**config.mk**
```make
export PLATFORM = sky130hd
export DESIGN_NAME = tsc_mc_control
export DESIGN_NICKNAME = d
export VERILOG_FILES = /design/src/rtl/tsc_mc_control.sv
export SDC_FILE = /design/constraint.sdc
export NUM_CORES = 1
export LEC_CHECK = 0
export BUFFER_PORTS_ARGS = -buffer_cell sky130_fd_sc_hd__buf_2
export CAP_MARGIN = 0
export CORE_UTILIZATION = 45
export DETAILED_ROUTE_END_ITERATION = 10
export GPL_TIMING_DRIVEN = 0
export PLACE_DENSITY = 0.79
export SLEW_MARGIN = 20
export SYNTH_ARGS = -nofsm -noshare
export SYNTH_HDL_FRONTEND = slang
export SYNTH_SLANG_ARGS = --single-unit
```
**constraint.sdc**
```tcl
create_clock -name clk -period 2.64 [get_ports clk]
set_input_delay 0.396 -clock clk [delete_from_list [all_inputs] [get_ports clk]]
set_output_delay 0.396 -clock clk [all_outputs]
set_load 0.005 [all_outputs]
```
**src/rtl/tsc_mc_control.sv**
```systemverilog
// tsc_mc_control: multi-cycle control FSM for the TSC CPU (IF/ID/EX/MEM/WB/HALT).
// Latency: 2..5 cycles per instruction at zero memory wait; +1 per memory wait cycle.
// Backpressure: IF and LWD-MEM hold read_m until mem_ready; SWD-MEM holds write_m until ack_output.
// Ports: opcode/func come from the IR; mem_ready/ack_output are the memory handshake.
// Outputs are datapath mux selects, write strobes, memory requests, halted and num_inst.
module tsc_mc_control #(
    parameter int WORD_SIZE = 16
) (
    input  logic                 clk,
    input  logic                 reset_n,
    input  logic [3:0]           opcode,
    input  logic [5:0]           func,
    input  logic                 mem_ready,
    input  logic                 ack_output,
    output logic                 read_m,
    output logic                 write_m,
    output logic                 i_or_d,
    output logic                 ir_write,
    output logic                 pc_write,
    output logic                 pc_write_cond,
    output logic [1:0]           pc_src,
    output logic                 alu_src_a,
    output logic [1:0]           alu_src_b,
    output logic [1:0]           alu_op,
    output logic                 reg_write,
    output logic [1:0]           reg_dst,
    output logic [1:0]           mem_to_reg,
    output logic                 out_en,
    output logic                 halted,
    output logic [WORD_SIZE-1:0] num_inst
);

    typedef enum logic [2:0] {
        S_RESET, S_IF, S_ID, S_EX, S_MEM, S_WB, S_HALT
    } state_t;

    localparam logic [3:0] OP_ADI = 4'd4;
    localparam logic [3:0] OP_ORI = 4'd5;
    localparam logic [3:0] OP_LHI = 4'd6;
    localparam logic [3:0] OP_LWD = 4'd7;
    localparam logic [3:0] OP_SWD = 4'd8;
    localparam logic [3:0] OP_JMP = 4'd9;
    localparam logic [3:0] OP_JAL = 4'd10;
    localparam logic [3:0] OP_R   = 4'd15;

    localparam logic [5:0] FN_JPR = 6'd25;
    localparam logic [5:0] FN_JRL = 6'd26;
    localparam logic [5:0] FN_WWD = 6'd28;
    localparam logic [5:0] FN_HLT = 6'd29;

    state_t state, nextState;
    logic   retire;

    // Instruction class decode; only meaningful once the IR holds the new word.
    logic isRAlu, isImm, isMem, isBranch, isWwd, isJpr, isJrl, isHlt;

    assign isRAlu   = (opcode == OP_R) && (func <= 6'd7);
    assign isImm    = (opcode == OP_ADI) || (opcode == OP_ORI) || (opcode == OP_LHI);
    assign isMem    = (opcode == OP_LWD) || (opcode == OP_SWD);
    assign isBranch = (opcode[3:2] == 2'b00);
    assign isWwd    = (opcode == OP_R) && (func == FN_WWD);
    assign isJpr    = (opcode == OP_R) && (func == FN_JPR);
    assign isJrl    = (opcode == OP_R) && (func == FN_JRL);
    assign isHlt    = (opcode == OP_R) && (func == FN_HLT);

    always_ff @(posedge clk or negedge reset_n) begin
        if (!reset_n) begin
            state    <= S_RESET;
            num_inst <= '0;
        end else begin
            state <= nextState;
            if (retire) begin
                num_inst <= num_inst + WORD_SIZE'(1);
            end
        end
    end

    always_comb begin
        nextState     = state;
        retire        = 1'b0;
        read_m        = 1'b0;
        write_m       = 1'b0;
        i_or_d        = 1'b0;
        ir_write      = 1'b0;
        pc_write      = 1'b0;
        pc_write_cond = 1'b0;
        pc_src        = 2'd0;
        alu_src_a     = 1'b0;
        alu_src_b     = 2'd0;
        alu_op        = 2'd0;
        reg_write     = 1'b0;
        reg_dst       = 2'd0;
        mem_to_reg    = 2'd0;
        out_en        = 1'b0;
        halted        = 1'b0;

        case (state)
            S_RESET: nextState = S_IF;

            S_IF: begin
                read_m = 1'b1;
                // IR latch and PC+1 happen in the same cycle the fetch data arrives.
                if (mem_ready) begin
                    ir_write  = 1'b1;
                    pc_write  = 1'b1;
                    alu_src_b = 2'd1;
                    nextState = S_ID;
                end
            end

            S_ID: begin
                // Branch target (PC+1+imm) is always precomputed into ALUOut.
                alu_src_b = 2'd2;
                if (isRAlu || isImm || isMem || isBranch || isWwd) begin
                    nextState = S_EX;
                end else if (opcode == OP_JMP) begin
                    pc_write  = 1'b1;
                    pc_src    = 2'd2;
                    retire    = 1'b1;
                    nextState = S_IF;
                end else if (isJpr) begin
                    pc_write  = 1'b1;
                    pc_src    = 2'd3;
                    retire    = 1'b1;
                    nextState = S_IF;
                end else if ((opcode == OP_JAL) || isJrl) begin
                    nextState = S_WB;
                end else if (isHlt) begin
                    retire    = 1'b1;
                    nextState = S_HALT;
                end else begin
                    // Unknown encodings retire as NOP.
                    retire    = 1'b1;
                    nextState = S_IF;
                end
            end

            S_EX: begin
                if (isRAlu) begin
                    alu_src_a = 1'b1;
                    alu_op    = 2'd1;
                    nextState = S_WB;
                end else if (isImm) begin
                    alu_src_a = 1'b1;
                    alu_src_b = (opcode == OP_ORI) ? 2'd3 : 2'd2;
                    alu_op    = 2'd3;
                    nextState = S_WB;
                end else if (isMem) begin
                    alu_src_a = 1'b1;
                    alu_src_b = 2'd2;
                    nextState = S_MEM;
                end else if (isBranch) begin
                    alu_src_a     = 1'b1;
                    alu_op        = 2'd2;
                    pc_write_cond = 1'b1;
                    pc_src        = 2'd1;
                    retire        = 1'b1;
                    nextState     = S_IF;
                end else if (isWwd) begin
                    out_en    = 1'b1;
                    retire    = 1'b1;
                    nextState = S_IF;
                end else begin
                    nextState = S_IF;
                end
            end

            S_MEM: begin
                i_or_d = 1'b1;
                if (opcode == OP_LWD) begin
                    read_m = 1'b1;
                    if (mem_ready) begin
                        nextState = S_WB;
                    end
                end else if (opcode == OP_SWD) begin
                    write_m = 1'b1;
                    if (ack_output) begin
                        retire    = 1'b1;
                        nextState = S_IF;
                    end
                end else begin
                    nextState = S_IF;
                end
            end

            S_WB: begin
                reg_write = 1'b1;
                retire    = 1'b1;
                nextState = S_IF;
                if (isRAlu) begin
                    reg_dst = 2'd1;
                end else if (opcode == OP_LWD) begin
                    mem_to_reg = 2'd1;
                end else if (opcode == OP_JAL) begin
                    reg_dst    = 2'd2;
                    mem_to_reg = 2'd2;
                    pc_write   = 1'b1;
                    pc_src     = 2'd2;
                end else if (isJrl) begin
                    reg_dst    = 2'd2;
                    mem_to_reg = 2'd2;
                    pc_write   = 1'b1;
                    pc_src     = 2'd3;
                end
            end

            S_HALT: halted = 1'b1;

            default: nextState = S_RESET;
        endcase
    end

endmodule
```
==> run metrics <==
Req. time, crit path=2.24 ns; Slew Limit Fails=0; detailed-route DRC error count=3; Slew headroom=54.04%; CP Cell Sequence=buf_2 > nand4b_2 > or4_4 > o2bb2a_4 > nor4_4 > a21o_1 > or2_1 > buf_2; Ys Warns=0; gpl congestion=0.8669; DR iter-0 viols=57; CP startpoint=func[5]; setup TNS=0 ns; Root Buffer=clkbuf_4; Congestion Overflow GR=0; status=finished with violations; fraction of layout cells with a size suffix above 1=30.05%; Buf+Inv Stages, Crit Path=2; Period minus WS final=2.504 ns; flop2flop setup slack=0.34 ns; top post-synthesis cells by count=19 x dfrtp_1, 14 x xnor2_1, 12 x nor2_1, 11 x nand3_1, 10 x nor3_1; Initial Util=49.30%; vias in the first global route=1269; HPWL Detailed=2527 microns; crit path DAT=2.11 ns; vias post-DR=1417; top sig layer=met4; first-pass GRT wire length=5513 microns; actual slew at the worst max-slew pin=0.6799 ns; largest net degree at the start of global routing=20; Setup Crit Path Kind=input pin to primary output; CP startpoint kind=input pin; Syn Inst Count=161; I/O Buffers=48; cell count of the worst reg-to-reg path=9; slowest stage delay, CP=0.54 ns; vias per cell=5.807; total CTS buffers=3; Final Setup Violations=0; FF+latch area=475.5 sq um; FILL cells=252; Leak=0.8521 nW; ant diodes=0; failing checks=DRC; Worst-Skew Late Latency=0.29 ns; wire length on met2=1572 microns; die area=3353 sq um; Seq/Total Area, Yosys=33.81%; WL/cell=13.30 microns; crit-path leading delay family=simple AND/OR/NAND/NOR gates; Avg Inst Size Synth=8.735 sq um; Synth cell types=47; CTS tree=yes; Metal-1 WL=1530 microns; fin nets=231; P&R area growth vs syn=22.60%; cell area after synthesis=1406 sq um; Slowest cell on crit path=or4_4; initial antenna violation count=0; Power Dens Cells=604.5 nW/um^2; die width=57.91 microns; Die H=57.91 microns; core region area=2853 sq um; post-synth top area cell=dfrtp_1; Final Cycle Share=94.84%; Max-Cap Viols=0; Most common cell on crit path=buf_2; Setup Slack @ Placement=0.02065 ns; CTS clk-pin slew, worst paths=0.11 ns; final wirelength=3245 microns; met3 routed WL=129 microns; RSZ-0062 raised after global routing=false; clock tree buffer depth=2; Crit Path Max Fanout=4; H-tree Lvls=1; Post-Syn Nets=178; area occupied by multi-input gates=864.6 sq um; most common cell in the netlist=dfrtp_1; Worst Hold Class=input pin to asynchronous set/reset pin; PnR worst setup slack=0.1361 ns; TritonRoute pass-1 iters=7; Worst VDD drop=0.0002122 V; critical path depth=8; Fmax=0.3994 GHz; synthesized flop and latch total=19; final hold viol count=0; Site Rows=19; post-synthesis async set-or-reset flop share=100.0%; R2R Path Start=state[2]; Top Ports=50; sinks on the clock net=19; Hold Buf Count CTS=0; All-Layer GR Usage=20.35%; number of synthesized flops with an enable pin=0; DRT antenna net count=0; dominant synthesized flop cell=dfrtp_1; area fraction of the dominant cell type after synthesis=33.81%; Final Skew=0.004162 ns; type of destination of the critical path=primary output; top area cells in the synthesized netlist=dfrtp_1 34%, xnor2_1 8.7%, nand3_1 3.9%
-- cell families (layout without fill, tap and decap cells) --
kind of cell | count (synthesis) | after routing | synth area share [%]
AOI/OAI and AO/OA | 29 | 29 | 15.48
xor gates and xnor gates | 15 | 15 | 9.342
adders and majority gates | 3 | 3 | 2.669
buffers and inverters | 16 | 68 | 5.338
DFF | 19 | 19 | 33.81
muxes | 1 | 1 | 0.8007
and+or+nand+nor | 78 | 78 | 32.56
-- sequential cells by signal (all words and copies together) (netlist names) --
name / count
num_inst: 16
state: 3
-- routing by layer --
metal | GRT usage (%) | vias up
met1 | 28.91 | 669
met2 | 33.50 | 43
met5 | 0 | -
met3 | 1.786 | 2
li1 | - | 703
met4 | 5.102 | 0
-- report_power, final --
group          internal [W]  switching (W)  total (W)
Sequential         0.000338      0.0000536   0.000392
Clock             0.0000575      0.0000872   0.000145
Combinational      0.000210       0.000296   0.000506
-- per-stage QoR --
step                      utilization, %  power (W)  area, sq um  hold slack [ns]  std cells
after floorplan                        -  0.0007264         1406           0.1004        161
after global placement             59.08  0.0008927         1685           0.3427        240
after detailed placement           59.08  0.0008985         1685           0.3499        240
after CTS                          60.13   0.001048         1715          0.01740        244
after global routing               60.44   0.001134         1724          0.02331        244
final                              60.44   0.001042         1724          0.01217        244
-- area by class of cell --
cell class	instances	share of cell area, %
Tap cell	31	2.250
Timing Repair Buffer	48	13.93
Clock buffer	3	1.306
Inverter	8	1.742
Sequential cell	19	27.58
Clock inverter	1	0.4354
Buffer	8	2.612
Multi-Input combinational cell	126	50.15
-- worst register-to-register path, cell delays in order (launching register included) --
cell and delay (ns):
dfrtp_1 0.36, clkbuf_1 0.33, inv_1 0.20, ha_1 0.35, nor3_1 0.19, a32o_1 0.21
a31o_4 0.16, buf_6 0.15, nand3_1 0.11, xnor2_1 0.14
-- worst paths after layout --
kind / endpoint
setup / recovery: pc_write
hold / removal: num_inst[15]
setup reg to reg: num_inst[12]
hold reg to reg: num_inst[5]
max in group asynchronous: num_inst[13]
min in group clk: num_inst[5]
-- repair_timing --
item                       in CTS  in global routing
setup endpoints to repair       0                  3
setup buffers                   0                  0
resized for setup               0                  1
-- placed cells by master (no fill, tap or decap), types with 4 or more instances in the layout --
cell,instances
buf_2,48
dfrtp_1,19
xnor2_1,14
nor2_1,12
nand3_1,11
nor3_1,10
inv_1,8
nand2_1,8
o21ai_0,8
nand4_1,8
and3_1,6
clkbuf_1,5
a21oi_1,4
Note: power is estimated with default switching activity, not from simulation.
